==> src/rtl/bcd_scan_pkg.sv <==
// Shared types and constants for the BCD converter / 7-segment scanner.
// Segment patterns are {g,f,e,d,c,b,a}, active-high.
package bcd_scan_pkg;

  typedef enum logic [1:0] {
    IDLE = 2'd0,
    CONV = 2'd1,
    LOAD = 2'd2
  } state_e;

  localparam logic [6:0] SEG_BLANK = 7'h00;

  // Codes 10-15 never come out of the converter; they decode to blank.
  localparam logic [6:0] SEG_LUT [16] = '{
    7'h3F, 7'h06, 7'h5B, 7'h4F, 7'h66, 7'h6D, 7'h7D, 7'h07,
    7'h7F, 7'h6F, SEG_BLANK, SEG_BLANK, SEG_BLANK, SEG_BLANK,
    SEG_BLANK, SEG_BLANK
  };

  function automatic int clog2(input int v);
    int r;
    r = 0;
    for (int i = 0; i < 31; i++) begin
      if ((1 << i) < v) r = i + 1;
    end
    return r;
  endfunction

endpackage

==> src/rtl/bcd_scan_display_seg7.sv <==
// Combinational BCD nibble to 7-segment decoder with a blank override.
module seg7_decode
  import bcd_scan_pkg::*;
(
  input  logic [3:0] nibble_i,
  input  logic       blank_i,
  output logic [6:0] seg_o
);

  assign seg_o = blank_i ? SEG_BLANK : SEG_LUT[nibble_i];

endmodule

==> src/rtl/bcd_scan_display.sv <==
// Sequential double-dabble binary-to-BCD converter feeding a free-running
// multiplexed 7-segment scanner with optional leading-zero blanking.
module bcd_scan_display
  import bcd_scan_pkg::*;
#(
  parameter int WIDTH    = 16,
  parameter int DIGITS   = 5,
  parameter int SCAN_DIV = 1000,
  parameter int BLANK_LZ = 1
) (
  input  logic                  clk,
  input  logic                  rst_n,
  input  logic                  num_valid,
  input  logic [WIDTH-1:0]      num,
  output logic                  num_ready,
  output logic                  busy,
  output logic [4*DIGITS-1:0]   bcd,
  output logic [DIGITS-1:0]     digit_sel,
  output logic [6:0]            segments
);

  localparam int BW    = 4 * DIGITS;
  localparam int CNT_W = clog2(WIDTH + 1);
  localparam int DIV_W = (SCAN_DIV > 1) ? clog2(SCAN_DIV) : 1;
  localparam int IDX_W = (DIGITS > 1) ? clog2(DIGITS) : 1;
  localparam logic [DIGITS-1:0] SEL_ONE = DIGITS'(1);

  // DIGITS >= ceil(WIDTH*log10(2)), evaluated in fixed point.
  if (DIGITS * 100000 < WIDTH * 30103) begin : g_digits_chk
    $error("bcd_scan_display: DIGITS too small for WIDTH");
  end
  if (SCAN_DIV < 1) begin : g_div_chk
    $error("bcd_scan_display: SCAN_DIV must be >= 1");
  end

  function automatic logic [BW-1:0] dabble(input logic [BW-1:0] v);
    logic [BW-1:0] r;
    r = v;
    for (int i = 0; i < DIGITS; i++) begin
      if (r[4*i +: 4] >= 4'd5) r[4*i +: 4] = r[4*i +: 4] + 4'd3;
    end
    return r;
  endfunction

  state_e               state_q;
  logic                 rdy_q, busy_q;
  logic [WIDTH-1:0]     shift_q;
  logic [BW-1:0]        scratch_q;
  logic [CNT_W-1:0]     cnt_q;
  logic [BW-1:0]        bcd_q;
  logic [BW+WIDTH-1:0]  dd_d;

  assign dd_d = {dabble(scratch_q), shift_q} << 1;

  always_ff @(posedge clk or negedge rst_n) begin
    if (!rst_n) begin
      state_q   <= IDLE;
      rdy_q     <= 1'b1;
      busy_q    <= 1'b0;
      shift_q   <= '0;
      scratch_q <= '0;
      cnt_q     <= '0;
      bcd_q     <= '0;
    end else begin
      case (state_q)
        IDLE: begin
          if (num_valid) begin
            shift_q   <= num;
            scratch_q <= '0;
            cnt_q     <= CNT_W'(WIDTH);
            rdy_q     <= 1'b0;
            busy_q    <= 1'b1;
            state_q   <= CONV;
          end
        end
        CONV: begin
          {scratch_q, shift_q} <= dd_d;
          cnt_q <= cnt_q - 1'b1;
          if (cnt_q == CNT_W'(1)) state_q <= LOAD;
        end
        LOAD: begin
          // Only place the visible result changes: no partial values on display.
          bcd_q   <= scratch_q;
          rdy_q   <= 1'b1;
          busy_q  <= 1'b0;
          state_q <= IDLE;
        end
        default: begin
          rdy_q   <= 1'b1;
          busy_q  <= 1'b0;
          state_q <= IDLE;
        end
      endcase
    end
  end

  logic [DIV_W-1:0]  div_q;
  logic [IDX_W-1:0]  idx_q;
  logic [DIGITS-1:0] sel_q;
  logic [6:0]        seg_q;
  logic [BW-1:0]     upper_d;
  logic              blank_d;
  logic [6:0]        seg_d;

  // Current nibble sits at the bottom; anything left above it is more significant.
  assign upper_d = bcd_q >> {idx_q, 2'b00};
  assign blank_d = (BLANK_LZ != 0) && (idx_q != '0) && (upper_d == '0);

  seg7_decode u_dec (
    .nibble_i (upper_d[3:0]),
    .blank_i  (blank_d),
    .seg_o    (seg_d)
  );

  always_ff @(posedge clk or negedge rst_n) begin
    if (!rst_n) begin
      div_q <= '0;
      idx_q <= '0;
      sel_q <= '0;
      seg_q <= '0;
    end else begin
      sel_q <= SEL_ONE << idx_q;
      seg_q <= seg_d;
      if (div_q == DIV_W'(SCAN_DIV - 1)) begin
        div_q <= '0;
        idx_q <= (idx_q == IDX_W'(DIGITS - 1)) ? '0 : idx_q + 1'b1;
      end else begin
        div_q <= div_q + 1'b1;
      end
    end
  end

  assign num_ready = rdy_q;
  assign busy      = busy_q;
  assign bcd       = bcd_q;
  assign digit_sel = sel_q;
  assign segments  = seg_q;

endmodule

==> config.mk <==
export PLATFORM = sky130hd
export DESIGN_NAME = bcd_scan_display
export DESIGN_NICKNAME = d
export VERILOG_FILES = /design/src/rtl/bcd_scan_pkg.sv /design/src/rtl/bcd_scan_display_seg7.sv /design/src/rtl/bcd_scan_display.sv
export SDC_FILE = /design/constraint.sdc
export NUM_CORES = 1
export LEC_CHECK = 0
export ABC_CLOCK_PERIOD_IN_PS = 6400
export BUFFER_PORTS_ARGS = -buffer_cell sky130_fd_sc_hd__buf_2
export CELL_PAD_IN_SITES_DETAIL_PLACEMENT = 0
export CELL_PAD_IN_SITES_GLOBAL_PLACEMENT = 1
export CORE_MARGIN = 1.5
export CORE_UTILIZATION = 49
export DETAILED_ROUTE_END_ITERATION = 16
export PLACE_DENSITY = 0.83
export SETUP_SLACK_MARGIN = 0.3
export SKIP_CTS_REPAIR_TIMING = 1
export SYNTH_ARGS = -nofsm -noshare
export SYNTH_HDL_FRONTEND = slang
export SYNTH_SLANG_ARGS = --single-unit
export TNS_END_PERCENT = 100
==> constraint.sdc <==
create_clock -name clk -period 6.4 [get_ports clk]
set_input_delay 0.64 -clock clk [delete_from_list [all_inputs] [get_ports clk]]
set_output_delay 0.64 -clock clk [all_outputs]
set_load 0.01 [all_outputs]
-- Yosys cells after proc, flatten, opt, wreduce, memory -nomap -nowiden
Memories as Yosys holds them, arrays and structs flattened.
Index checks and enable logic that the tools add are counted.
- memories kept: 1
- input bits: 19
- register bits: 90
- bits in read-only memories: 112
- bitwise operators: 2
- shift operators: 2
- $lt $le $gt $ge: 6
- muxes and demuxes: 23
- reductions and logical operators: 8
- equality and inequality tests: 7
- $add $sub $neg: 8
- memories (name ; words ; bits a word ; rd ports ; clocked after memory_dff ; write ports ; RTL line ; RTL):
    (no name shown) ; 16 ; 7 ; 1 ; 0 ; 0 ; bcd_scan_display_seg7.sv:10 ; assign seg_o = blank_i ? SEG_BLANK : SEG_LUT[nibble_i];
- operators with widths (cell ; number):
    $pmux W20 S2 ; 1
    $pmux W16 S2 ; 1
    $mux W7 ; 3
    $ge A4 B3 Y1 const B ; 5
    $logic_not A20 Y1 ; 1
    $mux W20 ; 1
    $shr A20 B5 Y20 ; 1
    $add A4 B2 Y4 const B ; 4
    $mux W16 ; 1
    $mux W4 ; 4
    $add A10 B1 Y10 const B ; 1
    $eq A10 B10 Y1 const B ; 1
    $mux W10 ; 1
    $pmux W5 S2 ; 1
    $mux W3 ; 2
    $reduce_and A2 Y1 ; 3
    $eq A5 B1 Y1 const B ; 1
    $ge A5 B5 Y1 const B ; 1
    $mux W5 ; 1
    $not A4 Y5 ; 1
    $shl A1 B3 Y5 const A ; 1
    $sub A5 B1 Y5 const B ; 1
    $mux W2 ; 2
    $ne A2 B2 Y1 const B ; 2
    13 further kinds ; 15

-- Longest topological paths before layout
- depth in word-level cells: 6
- depth in mapped cells: 10

-- By module
Synthesis repeated with hierarchy kept, for this count alone.
- cells, all modules: 430
- area, all modules: 4560.6 µm²
- by module, submodules not included (module ; area each (µm²) ; cells an instance ; times used ; seq. area each (µm²)):
    bcd_scan_display ; 4330.4 ; 399 ; 1 ; 2253.4
    seg7_decode ; 230.2 ; 31 ; 1 ; 0.0

-- Worst setup path after synthesis
Ideal clock, no wire load.
- kind: register to register
- start point: reg idx_q[0]
- end point: reg seg_q[4], in the netlist segments[4]
- data required time: 6.247 ns
- data arrival time: 1.994 ns
- path slack: 4.253 ns
- period minus slack after synthesis: 2.147 ns
- setup time: 0.153 ns
- stages on the path, launching flop included: 8
- path through: dfrtp_1 -> buf_2 -> inv_1 -> ha_1 -> or4_1 -> a2111oi_0 -> o2111a_1 -> a311oi_1
- longest elaborated chain between the ends: 6
- elaborated cells between the ends (all ways): 9
- those cells by class: shift (1); mux (3); bitwise (1); reduce/logical (3); memory (1)
- ends and longest elaborated chain (element ; RTL line ; RTL):
    from (decl) ; bcd_scan_display.sv:98 ; logic [IDX_W-1:0] idx_q;
    from (signal assigned) ; bcd_scan_display.sv:126 ; idx_q <= (idx_q == IDX_W'(DIGITS - 1)) ? '0 : idx_q + 1'b1;
    $shr A20 B5 Y20 ; bcd_scan_display.sv:106 ; assign upper_d = bcd_q >> {idx_q, 2'b00};
    $not A4 Y5 (implied by the code) ; bcd_scan_display_seg7.sv:10 ;
    $mem_v2 Z16 W7 ; n/a ;
    $mux W7 (implied by the code) (2 in series) ; bcd_scan_display_seg7.sv:10 ;
    $mux W7 * ; bcd_scan_display_seg7.sv:10 ;
    net seg_d[4] ; bcd_scan_display.sv:103 ; logic [6:0] seg_d;
    to (signal assigned) ; bcd_scan_display.sv:123 ; seg_q <= seg_d;
    to (decl) ; bcd_scan_display.sv:100 ; logic [6:0] seg_q;
Mark *: on every way through the listed nets, which the timed path passes. The rest lies on a longest branch. The select of a mux whose other input is x is not followed.
A chain may end at the register's enable or synchronous reset.

-- Worst setup path after layout
- start point: reg idx_q[1]
- end point: reg seg_q[4], in the netlist segments[4]
The elaborated chain is that of the path after synthesis.

==> flow_summary.toml <==
[yosys]
netlist_instances = 440
syn_area_per_cell_sq_um = 10.3
synth.most_common_cell = "dfrtp_1"
yosys_warnings = 0
synthTopCellsByArea = "dfrtp_1 (49%), ha_1 (6.3%), a21oi_1 (4.0%)"
synth_edf_count = 0
synthArstFlopShare = 1.00
synth_commonest_cells = "dfrtp_1 (89), a21oi_1 (36), o21ai_0 (35), nor2_1 (28), nand2_1 (24)"
synth_top_area_share = 0.489
syn_nets = 482
netlist_area_sq_um = 4550
yosysSeqAreaShare = 0.495
synth_ff_type = "dfrtp_1"
ys_seq_elements = 90
yosysTopAreaCell = "dfrtp_1"
yosys.cell_types.count = 47

[timing]
setup_viol_count_final = 0
worst_pin_slew_ps = 1160
slew_headroom = 0.219
rsz0062_at_grt = "no"
setup_slack_ps = 3790
tns_ps = 0
clock_skew_ps = 12.5
period_minus_slack_ps = 2610
finalCritPeriodShare = 0.407
hold_violations = 0
fmax_mhz = 384
drv_slew = 0

[die]
io_pins = 53
die_h_um = 99.4
core-area_sq_um = 8850
std_cell_rows = 34
start_util = 0.514
dieWidth_um = 99.4
dieArea_sq_um = 9870

[global_route]
gr-total-overflow = 0
grt_pass1_wl_mm = 15.5
grtUsageMet2 = 0.304
globalRouteTotalUtil = 0.196
grt_pass1_vias = 3165
use_met1 = 0.270
grt-busiest-layer = "met2"
grtUsageMet3 = 0.0527
antenna_found_initial = 0
grt_max_degree = 73

[layout]
layout.nets = 529
diodes = 0
area_growth_pct = 11.4
final_cell_count_no_fill = 600
drive_above_1_share = 0.191

[worst_setup_path]
cp.required_ps = 6610
end_kind = "flip-flop"
cp.arrival_ps = 2810
worstSetupPathType = "flip-flop to flip-flop"
critPathLaunchType = "flip-flop"
rr_worst_depth = 6
cp_max_fo = 19

[routing]
drt_iter0_markers = 123
num_vias = 3355
dr.pass1.iters = 5
drc = 0
wirelength_mm = 9.34
postRouteAntennaNets = 0
wl_per_cell_um = 15.6
avgViaCountPerCell = 5.59

[clocking]
cts-root-buf = "clkbuf_8"
cts_max_level = 3
clk_pin_slew_ps = 100
ctsLongestPathBuffers = 2
cts_tree = "done"
cts_sinks = 90
clk_latency_ps = 360
cts_made_buffers = 9

[worst_hold_path]
hold_path_class = "input pin to async pin"

[pwr]
p_leak_nw = 2.32
vdd_drop_max_uv = 186
p_per_area_nw_per_um2 = 406

[place]
dp_cells = 584
numPortBuffers = 52
dp_hpwl_mm = 6.34
gp_congestion = 0.798
dp_slack_ps = 3860

[run]
cap_violations = 0

[run_status]
status = "finished clean"
-- registers in the layout, summed over array words and instances (netlist names) --
register	flops
num_ready	1
scratch_q	20
cnt_q	5
bcd	20
state_q	2
idx_q	3
shift_q	16
div_q	10
digit_sel	5
segments	7
busy	1
-- where the power goes --
part	switching, mW	leakage (nW)	internal (mW)
registers	0.173	1.15	0.736
clock network	0.214	0.0892	0.147
logic	0.435	1.08	0.352
-- logic make-up after synthesis --
| logic type | count (synthesis) | share of synthesized area |
|---|---|---|
| simple gates | 112 | 0.126 |
| mux | 28 | 0.0671 |
| compound gates | 130 | 0.181 |
| flops | 90 | 0.495 |
| fa+ha+maj | 23 | 0.0632 |
| xor+xnor | 15 | 0.0289 |
| buf+inv | 42 | 0.0385 |
-- worst max-delay path, stage by stage, from the launching register on --
cell and delay, ps:
dfrtp_1 780, inv_1 200, ha_1 250, or4_1 400, a2111oi_0 330, o2111a_1 420, a311oi_1 70
-- layout by cell type (no fill, tap or decap), drive strengths merged, types with 4 or more instances in the layout --
cell / count
nand2b: 9
a21oi: 36
dfrtp: 89
inv: 24
nor2b: 23
mux2i: 8
buf: 57
o31ai: 7
o21ai: 44
a22oi: 15
xor2: 7
o22ai: 7
clkbuf: 10
nor2: 28
nand2: 24
nand3: 9
ha: 23
mux2: 20
o32ai: 4
nor3: 4
a32o: 5
xnor2: 8
-- final timing paths --
path / start / slack [ps] / end
worst max-delay path: idx_q[1] / 3790 / segments[4]
worst min-delay path: rst_n / 140 / bcd[7]
worst max register to register: idx_q[1] / 3790 / segments[4]
worst min register to register: cnt_q[4] / 480 / cnt_q[4]
max in group asynchronous: rst_n / 5110 / scratch_q[0]
min in group clk: cnt_q[4] / 480 / cnt_q[4]
-- per-layer routing --
metal / vias to the layer above / wire [um]
li1: 1656 / -
met1: 1634 / 4480
met2: 55 / 4440
met3: 10 / 320
met4: 0 / 97
met5: - / 0
-- stage by stage --
stage	cell area [sq um]	utilization	hold WS, ps	power (mW)
floorplan	4550	-	344	1.47
detailed placement	4890	0.553	477	1.71
global route	5070	0.573	132	2.22
finish	5070	0.573	140	2.06
global placement	4890	0.553	466	1.68
CTS	5070	0.573	140	2.07
-- area by class of cell --
| class | instances | area, sq um |
|---|---|---|
| fillers | 785 | 3780 |
| well taps | 108 | 135 |
| clock buffers | 10 | 128 |
| clock inverters | 6 | 50.0 |
| inverters | 21 | 78.8 |
| flip-flops and latches | 90 | 2250 |
| repair buffers | 57 | 300 |
| multi-input cells | 308 | 2120 |
Note: power is estimated with default switching activity, not from simulation.
